[src/rtl/maxpool_reduce.sv]
// Max-pooling reduction stage: aligns generator flags with read data, keeps a
// running signed maximum per patch and writes one pooled value per patch.
module maxpool_reduce #(
   parameter int unsigned DATA_W = 16,
   parameter int unsigned ADDR_W = 19,
   parameter int unsigned RD_LAT = 1
) (
   input  logic              clk,
   input  logic              reset,
   input  logic              maxpool_enable,
   input  logic              patch_end,
   input  logic              maxpool_done,
   input  logic [DATA_W-1:0] rd_data,
   output logic              wr_en,
   output logic [ADDR_W-1:0] wr_address,
   output logic [DATA_W-1:0] wr_data,
   output logic              pool_done,
   output logic              busy
);

   typedef struct packed {
      logic valid;
      logic pe;
      logic dn;
   } tag_t;

   typedef enum logic [1:0] {
      S_IDLE  = 2'd0,
      S_ACCUM = 2'd1,
      S_FLUSH = 2'd2,
      S_DONE  = 2'd3
   } state_t;

   state_t                  state_q, state_d;
   tag_t [RD_LAT-1:0]       tag_q, tag_d;
   tag_t                    issue_tag;
   tag_t                    d_tag;
   logic                    maxpool_done_q;
   logic [DATA_W-1:0]       acc_q, acc_d;
   logic [ADDR_W-1:0]       cnt_q, cnt_d;
   logic                    wr_en_q, wr_en_d;
   logic [ADDR_W-1:0]       wr_address_q, wr_address_d;
   logic [DATA_W-1:0]       wr_data_q, wr_data_d;
   logic                    pool_done_q, pool_done_d;
   logic                    busy_q, busy_d;

   // Tag captured at address issue; the done flag is reduced to its rising edge.
   always_comb begin
      issue_tag       = '0;
      issue_tag.valid = maxpool_enable;
      issue_tag.pe    = patch_end;
      issue_tag.dn    = maxpool_done & ~maxpool_done_q;
   end

   if (RD_LAT == 1) begin : g_lat1
      assign tag_d = issue_tag;
   end else begin : g_latn
      assign tag_d = {tag_q[RD_LAT-2:0], issue_tag};
   end

   assign d_tag = tag_q[RD_LAT-1];

   // Next-state and datapath; d_dn has priority over d_pe so the last patch goes out via FLUSH.
   always_comb begin
      state_d      = state_q;
      acc_d        = acc_q;
      cnt_d        = cnt_q;
      wr_en_d      = 1'b0;
      wr_address_d = wr_address_q;
      wr_data_d    = wr_data_q;
      pool_done_d  = 1'b0;
      busy_d       = busy_q;

      case (state_q)
         S_IDLE: begin
            if (d_tag.valid && !d_tag.dn) begin
               acc_d   = rd_data;
               busy_d  = 1'b1;
               state_d = S_ACCUM;
            end
         end
         S_ACCUM: begin
            if (d_tag.valid) begin
               if (d_tag.dn) begin
                  state_d = S_FLUSH;
               end else if (d_tag.pe) begin
                  wr_en_d      = 1'b1;
                  wr_address_d = cnt_q;
                  wr_data_d    = acc_q;
                  cnt_d        = cnt_q + ADDR_W'(1);
                  acc_d        = rd_data;
               end else if ($signed(rd_data) > $signed(acc_q)) begin
                  acc_d = rd_data;
               end
            end
         end
         S_FLUSH: begin
            wr_en_d      = 1'b1;
            wr_address_d = cnt_q;
            wr_data_d    = acc_q;
            cnt_d        = cnt_q + ADDR_W'(1);
            state_d      = S_DONE;
         end
         S_DONE: begin
            // The flush strobe is only visible on the first DONE cycle, so it marks the pulse.
            if (wr_en_q) begin
               pool_done_d = 1'b1;
               busy_d      = 1'b0;
            end
            if (!maxpool_done) begin
               cnt_d   = '0;
               state_d = S_IDLE;
            end
         end
         default: state_d = S_IDLE;
      endcase
   end

   always_ff @(posedge clk or negedge reset) begin
      if (!reset) begin
         state_q        <= S_IDLE;
         tag_q          <= '0;
         maxpool_done_q <= 1'b0;
         acc_q          <= '0;
         cnt_q          <= '0;
         wr_en_q        <= 1'b0;
         wr_address_q   <= '0;
         wr_data_q      <= '0;
         pool_done_q    <= 1'b0;
         busy_q         <= 1'b0;
      end else begin
         state_q        <= state_d;
         tag_q          <= tag_d;
         maxpool_done_q <= maxpool_done;
         acc_q          <= acc_d;
         cnt_q          <= cnt_d;
         wr_en_q        <= wr_en_d;
         wr_address_q   <= wr_address_d;
         wr_data_q      <= wr_data_d;
         pool_done_q    <= pool_done_d;
         busy_q         <= busy_d;
      end
   end

   assign wr_en      = wr_en_q;
   assign wr_address = wr_address_q;
   assign wr_data    = wr_data_q;
   assign pool_done  = pool_done_q;
   assign busy       = busy_q;

endmodule

[config.mk]
export PLATFORM = sky130hd
export DESIGN_NAME = maxpool_reduce
export DESIGN_NICKNAME = d
export VERILOG_FILES = /design/src/rtl/maxpool_reduce.sv
export SDC_FILE = /design/constraint.sdc
export NUM_CORES = 1
export LEC_CHECK = 0
export ABC_AREA = 1
export CAP_MARGIN = 20
export CORE_MARGIN = 4
export CORE_UTILIZATION = 39
export CTS_BUF_LIST = sky130_fd_sc_hd__clkbuf_16
export CTS_CLUSTER_DIAMETER = 60
export DETAILED_ROUTE_END_ITERATION = 10
export SLEW_MARGIN = 10
export SYNTH_ARGS = -nofsm -noshare
export SYNTH_HDL_FRONTEND = slang
export SYNTH_SLANG_ARGS = --single-unit
export TNS_END_PERCENT = 100
[constraint.sdc]
create_clock -name clk -period 5.6 [get_ports clk]
set_clock_uncertainty 0.05 [all_clocks]
set_input_delay 1.4 -clock clk [delete_from_list [all_inputs] [get_ports clk]]
set_output_delay 1.4 -clock clk [all_outputs]
set_load 0.005 [all_outputs]
==> results.sh, run 1 <==
export IMPL_outcome="finished, final reports clean"
export IMPL_hp_start="maxpool_done_q$_DFF_PN0_"
export IMPL_grt_use_total_pct=15.5
export IMPL_areaGrowthSynthToFinish_pct=26.4
export IMPL_synth_mux_area_share_pct=0.880
export IMPL_synth_adder_area_share_pct=7.17
export IMPL_synth_compound_area_share_pct=10.5
export IMPL_drive_gt1_share_pct=6.14
export IMPL_core_area_um2=9420
export IMPL_fin_tns_setup_ns=0
export IMPL_ys_seq_area_share_pct=51.5
export IMPL_syn_inst=443
export IMPL_clock_path_buffers=2
export IMPL_post_dp_hpwl_um=5860
export IMPL_path_max_fanout=17
export IMPL_clock_latency_ns=0.33
export IMPL_first_global_vias=2938
export IMPL_ant_nets=0
export IMPL_h_tree_depth=3
export IMPL_grt_pass1_wl_um=14300
export IMPL_reg2reg_from="state_q[1]$_DFFE_PN0P_"
export IMPL_die_x_um=107
export IMPL_fillCellCount=890
export IMPL_start_util_pct=40.8
export IMPL_power_density_nw_per_um2=537
export IMPL_synth_edff_count=0
export IMPL_slew_headroom_pct=42.1
export IMPL_clockRootBuffer="clkbuf_16"
export IMPL_nNetsFinal=544
export IMPL_fp_row_count=35
export IMPL_finalWirelength_um=8160
export IMPL_cap_violations=0
export IMPL_wl_per_cell_um=12.9
export IMPL_worstPathCellList="clkdlybuf4s50_1 > ha_1 > a21o_1 > nor2_1 > nand2_1 > nand2_1 > nand2_1 > nand2_1 > nand3_2 > nand2_4 > nand2_4 > nand2_1 > nand2_1"
export IMPL_yosysWarnings=0
export IMPL_tritoncts="done"
export IMPL_antennaDiodeCount=0
export IMPL_io_pins=59
export IMPL_route_detailed_drc=0
export IMPL_critPathLaunchType="primary input"
export IMPL_antenna_found_initial=0
export IMPL_crit_type="in2reg"
export IMPL_cts_sinks=79
export IMPL_cts_buffers=9
export IMPL_p_total_mw=2.61
export IMPL_placed_cell_area_um2=4520
export IMPL_finalMaxSlewViolations=0
export IMPL_design_area_um2=4850
export IMPL_synthXorXnorAreaFrac_pct=0.228
export IMPL_syn_nets=486
export IMPL_r2r_end="wr_address[7]$_DFFE_PN0P_"
export IMPL_max_stage_delay_ns=0.45
export IMPL_port_buffers=58
export IMPL_postCtsSetupBuffers=0
export IMPL_utilization_pct=51.5
export IMPL_cp_arrival_ns=3.35
export IMPL_cp_common_cell="nand2_1"
export IMPL_dr_pass1_iters=4
export IMPL_ys_ff_latch=79
export IMPL_synth_top_family_by_area="simple AND/OR/NAND/NOR gates"
export IMPL_grt_max_degree=80
export IMPL_dieHeight_um=107
export IMPL_p_leak_nw=2.30
export IMPL_yosysUniqueCellTypes=33
export IMPL_cts_resized_gates=0
export IMPL_holdPathStages=1
export IMPL_synthSimpleGateAreaFrac_pct=22.8
export IMPL_path_clk_slew_ns=0.06
export IMPL_final_period_utilization_pct=56.9
export IMPL_grt_setup_unrepaired="false"
export IMPL_period_minus_slack_ns=3.19
export IMPL_fmax_ghz=0.314
export IMPL_avgSynthCellArea_um2=8.67
export IMPL_vias_per_cell=4.84
export IMPL_setup_viol=0
export IMPL_min_path_type="reg2reg"
export IMPL_worst_slew_pin_slew_ns=0.868
export IMPL_rrSetupSlack_ns=3.44
export IMPL_required_ns=5.76
export IMPL_syn_area_um2=3840
export IMPL_crit_path_end_kind="flop"
export IMPL_rr_worst_depth=6
export IMPL_vias=3067
export IMPL_synthFlopType="dfrtp_1"
export IMPL_overflow=0
export IMPL_ir_worst_vdd_uv=302
export IMPL_finalHoldViolCount=0
export IMPL_synthArstFlopShare_pct=100
export IMPL_hold_path_end="d_tag[0]$_DFF_PN0_"
export IMPL_worst_path_max_delay_cell="clkdlybuf4s50_1"
export IMPL_ctsHoldBuffers=0
export IMPL_final_common_cell="nand2_1"
export IMPL_dieArea_um2=11500
export IMPL_final_cell_mix="120 x nand2_1, 79 x dfrtp_1, 57 x clkdlybuf4s50_1"
export IMPL_drt_iter0_drc=121
export IMPL_place_congestion=0.847
[worst max path at each step]
stage	depth (start not counted)	startpoint	endpoint	slack, ns
finish	13	rd_data[7]	acc_q[11]$_DFFE_PN0P_	2.41
floorplan	12	rd_data[15]	acc_q[0]$_DFFE_PN0P_	2.76
CTS	14	rd_data[5]	acc_q[11]$_DFFE_PN0P_	2.41
global route	12	rd_data[15]	acc_q[14]$_DFFE_PN0P_	2.16
detailed placement	11	rd_data[15]	acc_q[4]$_DFFE_PN0P_	2.07
global placement	13	rd_data[7]	acc_q[0]$_DFFE_PN0P_	2.10
[where the power goes]
| group | switching, mW | internal [mW] |
|---|---|---|
| Combinational | 0.625 | 0.442 |
| Clock | 0.216 | 0.382 |
| Sequential | 0.141 | 0.800 |
[cells by family (layout without fill, tap and decap cells)]
kind of cell,Yosys count,count (layout)
AND/OR/NAND/NOR,195,195
flip-flops,79,79
AO/OA/AOI/OAI,77,77
buffers and inverters,66,128
adder cells (fa/ha/maj),22,22
multiplexers,3,3
XOR/XNOR,1,1
[metal layers]
layer	vias to the layer above	global-route usage, %	share of wire [%]
li1	1580	-	-
met1	1423	22.8	53
met2	56	22.7	42
met3	8	3.67	3.8
met4	0	4.66	1.3
met5	-	0	0
[critical path: cells and delay by family]
kind,cells,cell delay [ns]
buf+inv,1,0.45
simple gates,10,1.01
compound gates,1,0.18
fa+ha+maj,1,0.33
[metrics by stage]
step	setup WS (ns)	hold slack, ns	cells
floorplan	2.76	0.326	443
CTS	2.41	0.349	633
detailed placement	2.07	0.340	618
finish	2.41	0.343	634
global route	2.16	0.357	634
global placement	2.10	0.331	618
[cell usage after synthesis (3+ instances only)]
cell type    n  share of area (%)
a21oi_1     19                2.5
buf_2        6               0.78
clkbuf_1     4               0.39
dfrtp_1     79                 51
ha_1        22                7.2
inv_1       50                4.9
mux2_2       3               0.88
nand2_1    120                 12
nand3_1     27                3.5
nand3_2      3               0.78
nand4_1     11                1.8
nor2_1      16                1.6
nor3_1       8                1.0
nor4_1       3               0.49
o21ai_0     50                6.5
[state kept, by name (all words and copies together), names as in the netlist]
| name | cells |
|---|---|
| pool_done | 1 |
| d_tag | 3 |
| wr_address | 19 |
| wr_en | 1 |
| cnt_q | 19 |
| maxpool_done_q | 1 |
| state_q | 2 |
| acc_q | 16 |
| wr_data | 16 |
| busy | 1 |
[cell type report]
| type | instances | area (um2) | share of cell area (%) |
|---|---|---|---|
| flip-flops and latches | 79 | 1980 | 40.8 |
| well taps | 129 | 161 | 3.33 |
| repair buffers | 60 | 613 | 12.6 |
| clock inverters | 6 | 76.3 | 1.57 |
| multi-input cells | 298 | 1600 | 33.0 |
| inverters | 53 | 199 | 4.10 |
| clock buffers | 9 | 225 | 4.64 |
(Power assumes the default switching activity.)
==> run 2: changes to the inputs <==
==> constraint.sdc (replaced) <==
create_clock -name clk -period 3 [get_ports clk]
set_clock_uncertainty 0.05 [all_clocks]
set_input_delay 0.75 -clock clk [delete_from_list [all_inputs] [get_ports clk]]
set_output_delay 0.75 -clock clk [all_outputs]
set_load 0.005 [all_outputs]
==> run 2 against run 1 <==
  * Combinational power is 93% higher
  * Via count is 1.0% higher
  * Final area is 0.15% higher
  * First-iteration DRC count is 3.3% higher
  * Largest cell class unchanged
  * Critical path type unchanged
==> results.sh, run 2 (synthesized netlist as in run 1, its figures left out) <==
export IMPL_outcome="finished, final reports clean"
export IMPL_min_path_type="in2async"
export IMPL_final_common_cell="nand2_1"
export IMPL_dp_cells=624
export IMPL_cap_violations=0
export IMPL_clockRootBuffer="clkbuf_16"
export IMPL_postCtsSetupBuffers=0
export IMPL_power_density_nw_per_um2=999
export IMPL_grt_pass1_wl_um=14600
export IMPL_crit_type="in2reg"
export IMPL_fmax_ghz=0.416
export IMPL_critPathLaunchType="primary input"
export IMPL_cts_sinks=79
export IMPL_finalWirelength_um=8220
export IMPL_final_period_utilization_pct=80.2
export IMPL_finalMaxSlewViolations=0
export IMPL_overflow=0
export IMPL_p_leak_nw=2.31
export IMPL_fp_row_count=35
export IMPL_tritoncts="done"
export IMPL_vias=3099
export IMPL_clock_path_buffers=2
export IMPL_final_cell_mix="120 x nand2_1, 79 x dfrtp_1, 57 x clkdlybuf4s50_1"
export IMPL_port_buffers=58
export IMPL_first_global_vias=3090
export IMPL_path_max_fanout=9
export IMPL_nNetsFinal=549
export IMPL_drive_gt1_share_pct=6.85
export IMPL_period_minus_slack_ns=2.40
export IMPL_ctsHoldBuffers=0
export IMPL_wl_per_cell_um=12.8
export IMPL_route_detailed_drc=0
export IMPL_grt_max_degree=44
export IMPL_vias_per_cell=4.84
export IMPL_die_x_um=107
export IMPL_grt_setup_unrepaired="false"
export IMPL_grt_use_total_pct=15.7
export IMPL_crit_path_end_kind="flop"
export IMPL_fin_tns_setup_ns=0
export IMPL_dr_pass1_iters=4
export IMPL_path_clk_slew_ns=0.06
export IMPL_setup_viol=0
export IMPL_cp_arrival_ns=2.62
export IMPL_finalHoldViolCount=0
export IMPL_slew_headroom_pct=67.8
export IMPL_h_tree_depth=3
export IMPL_antennaDiodeCount=0
export IMPL_fillCellCount=887
export IMPL_required_ns=3.22
export IMPL_cts_buffers=9
export IMPL_io_pins=59
export IMPL_cts_resized_gates=0
export IMPL_start_util_pct=40.8
export IMPL_dieHeight_um=107
export IMPL_areaGrowthSynthToFinish_pct=26.6
export IMPL_clock_latency_ns=0.33
export IMPL_post_dp_hpwl_um=6090
export IMPL_place_congestion=0.839
export IMPL_dieArea_um2=11500
export IMPL_finalNonFillerCells=640
export IMPL_worst_slew_pin_slew_ns=0.483
export IMPL_ant_nets=0
export IMPL_ir_worst_vdd_uv=420
export IMPL_antenna_found_initial=0
export IMPL_drt_iter0_drc=125
export IMPL_core_area_um2=9420
[run 2: cell count changes in the layout (fill, tap and decap cells not counted)]
cell	delta
buf_12	+1
clkinv_1	+2
buf_4	+5
buf_16	-1
bufinv_16	-1
[run 2: layer usage]
metal  global-route usage (%)  part of all wire (%)  vias to the layer above
met5                        0                     0                        -
met4                     6.03                   1.1                        0
met3                     2.89                   4.3                        8
met2                     23.4                    43                       51
met1                     22.6                    52                     1459
li1                         -                     -                     1581
[run 2: layout make-up]
type | count | area [um2] | share of cell area, %
Clock inverter | 7 | 53.8 | 1.11
Clock buffer | 9 | 225 | 4.64
Multi-Input combinational cell | 298 | 1600 | 32.9
Timing Repair Buffer | 65 | 643 | 13.2
Tap cell | 129 | 161 | 3.32
Inverter | 53 | 199 | 4.09
Sequential cell | 79 | 1980 | 40.7
[run 2: worst paths after layout]
kind	startpoint	to	slack, ns	cells past startpoint
worst max-delay path	rd_data[15]	acc_q[2]$_DFFE_PN0P_	0.60	12
worst min-delay path	reset	d_tag[1]$_DFF_PN0_	0.32	1
worst max register to register	state_q[0]$_DFFE_PN0P_	cnt_q[12]$_DFFE_PN0P_	1.04	9
worst min register to register	maxpool_done_q$_DFF_PN0_	d_tag[0]$_DFF_PN0_	0.35	1
max in group asynchronous	reset	acc_q[0]$_DFFE_PN0P_	1.99	2
min in group clk	maxpool_done_q$_DFF_PN0_	d_tag[0]$_DFF_PN0_	0.35	1
[run 2: stage by stage]
stage	cell area, um2	power, mW	setup WS (ns)	hold slack (ns)	util (%)
floorplan	3840	3.04	0.813	0.326	-
global placement	4580	3.80	0.266	0.329	48.6
detailed placement	4580	3.86	0.241	0.338	48.6
CTS	4860	4.92	0.587	0.348	51.6
global route	4860	5.31	0.390	0.372	51.6
finish	4860	4.85	0.595	0.325	51.6
[run 2: worst max-delay path: stages]
cell,delay (ns)
clkdlybuf4s50_1,0.44
ha_1,0.35
a21oi_1,0.15
o21ai_0,0.09
a21oi_1,0.16
nand2_1,0.07
nand2_1,0.07
nand3_2,0.08
nand2_4,0.12
buf_4,0.18
nand3_1,0.08
nand2_1,0.07
[run 2: where the power goes]
group          switching [mW]  internal [mW]
sequential              0.258           1.49
clock                   0.409          0.628
combinational            1.18          0.880
total                    1.85           3.00
==> run 3: changes to the inputs <==
==> constraint.sdc (replaced) <==
create_clock -name clk -period 2.3 [get_ports clk]
set_clock_uncertainty 0.05 [all_clocks]
set_input_delay 0.575 -clock clk [delete_from_list [all_inputs] [get_ports clk]]
set_output_delay 0.575 -clock clk [all_outputs]
set_load 0.005 [all_outputs]
==> run 3 against run 2 <==
  * Sequential cell count is the same
  * Sequential share of layout area shrank 2.7 points
  * Final area grew 7.1%
  * Die area is the same
  * Highest routed layer unchanged
  * Sequential power grew 32%
  * Utilization grew 3.7 points
  * Cell count grew 3.4%
==> results.sh, run 3 (synthesized netlist as in run 1, its figures left out) <==
export IMPL_cp_arrival_ns=2.37
export IMPL_clock_path_buffers=2
export IMPL_rr_worst_depth=7
export IMPL_fp_row_count=35
export IMPL_setup_viol=0
export IMPL_cts_sinks=79
export IMPL_rrSetupSlack_ns=0.30
export IMPL_slew_headroom_pct=52.8
export IMPL_antenna_found_initial=0
export IMPL_fmax_ghz=0.454
export IMPL_postCtsSetupBuffers=0
export IMPL_final_cell_mix="116 x nand2_1, 79 x dfrtp_1, 52 x inv_1"
export IMPL_first_global_vias=3267
export IMPL_overflow=0
export IMPL_power_density_nw_per_um2=1310
export IMPL_final_common_cell="nand2_1"
export IMPL_max_stage_delay_ns=0.54
export IMPL_core_area_um2=9420
export IMPL_placed_cell_area_um2=4750
export IMPL_port_buffers=58
export IMPL_dieArea_um2=11500
export IMPL_h_tree_depth=3
export IMPL_nNetsFinal=571
export IMPL_critPathLaunchType="primary input"
export IMPL_worst_slew_pin_slew_ns=0.708
export IMPL_place_congestion=0.826
export IMPL_finalMaxSlewViolations=0
export IMPL_grt_pass1_wl_um=15200
export IMPL_drt_iter0_drc=133
export IMPL_antennaDiodeCount=0
export IMPL_fin_tns_setup_ns=0
export IMPL_grt_max_degree=59
export IMPL_finalNonFillerCells=662
export IMPL_period_minus_slack_ns=2.20
export IMPL_wl_per_cell_um=13.7
export IMPL_clockRootBuffer="clkbuf_16"
export IMPL_die_x_um=107
export IMPL_cp_common_cell="nand2_1"
export IMPL_areaGrowthSynthToFinish_pct=35.6
export IMPL_cap_violations=0
export IMPL_worstPathCellList="clkdlybuf4s50_1 > ha_4 > a21oi_1 > o21ai_1 > a21oi_2 > nand2_1 > nand2_1 > nand3_2 > nand2_4 > nand2_4 > nand2_1 > nand2_1"
export IMPL_dr_pass1_iters=4
export IMPL_ant_nets=0
export IMPL_crit_path_end_kind="flop"
export IMPL_start_util_pct=40.8
export IMPL_route_detailed_drc=0
export IMPL_drive_gt1_share_pct=13.5
export IMPL_p_total_mw=6.81
export IMPL_worst_slack_ns=0.0980
export IMPL_vias_per_cell=4.89
export IMPL_final_period_utilization_pct=95.7
export IMPL_worst_path_max_delay_cell="clkdlybuf4s50_1"
export IMPL_path_max_fanout=8
export IMPL_tritoncts="done"
export IMPL_pre_cts_ws_ns=-0.266
export IMPL_io_pins=59
export IMPL_outcome="finished, final reports clean"
export IMPL_post_dp_hpwl_um=6490
export IMPL_grt_use_total_pct=16.5
export IMPL_path_clk_slew_ns=0.06
export IMPL_dieHeight_um=107
export IMPL_crit_type="in2reg"
export IMPL_dp_cells=645
export IMPL_vias=3240
export IMPL_finalHoldViolCount=0
export IMPL_clock_latency_ns=0.33
export IMPL_ir_worst_vdd_uv=689
export IMPL_finalWirelength_um=9060
export IMPL_design_area_um2=5200
export IMPL_cts_buffers=9
export IMPL_required_ns=2.47
export IMPL_reg2reg_from="state_q[0]$_DFFE_PN0P_"
export IMPL_p_leak_nw=2.53
export IMPL_min_path_type="in2async"
export IMPL_r2r_end="acc_q[15]$_DFFE_PN0P_"
==> run 3: report_power, final <==
part	internal (mW)	switching (mW)
combinational	1.33	1.69
sequential	1.95	0.362
clock	0.933	0.542
total	4.22	2.60
==> run 3: final cells by class <==
| type | instances | area, um2 |
|---|---|---|
| clock buffer | 9 | 225 |
| clock inverter | 7 | 80.1 |
| fill | 867 | 4210 |
| inverter | 53 | 199 |
| multi-input combinational | 299 | 1730 |
| sequential | 79 | 1980 |
| tap | 129 | 161 |
| timing repair buffer | 86 | 836 |
==> run 3: timing repair <==
action                     4_1_cts  5_1_grt
resized for setup                0       25
setup endpoints to repair        0       16
hold buffers                     0        0
==> run 3: worst max-delay path by stage <==
stage	startpoint	end	slack (ns)	cells past startpoint
5_1_grt	rd_data[15]	acc_q[2]$_DFFE_PN0P_	-0.008	12
4_1_cts	rd_data[1]	acc_q[0]$_DFFE_PN0P_	0.07	16
3_5_place_dp	rd_data[1]	acc_q[6]$_DFFE_PN0P_	-0.27	16
2_1_floorplan	rd_data[15]	acc_q[0]$_DFFE_PN0P_	0.29	12
6_report	rd_data[15]	acc_q[2]$_DFFE_PN0P_	0.1	12
3_3_place_gp	rd_data[3]	acc_q[11]$_DFFE_PN0P_	-0.23	16
==> run 3: worst max-delay path: cells and delay by family <==
family          cells  cell delay, ns
buf+inv             1            0.54
simple gates        7            0.63
fa+ha+maj           1            0.23
compound gates      3            0.38
==> run 3: routing by layer <==
metal	global-route usage (%)	wire [um]
met4	7.12	178
met5	0	0
met3	2.95	464
met2	25.3	3990
met1	22.8	4420
==> run 3: metrics by stage <==
stage / hold slack (ns) / utilization (%)
after CTS: 0.0864 / 53.7
after global routing: 0.0983 / 55.3
final: 0.0793 / 55.3
after global placement: 0.330 / 50.4
after floorplan: 0.229 / -
after detailed placement: 0.339 / 50.4
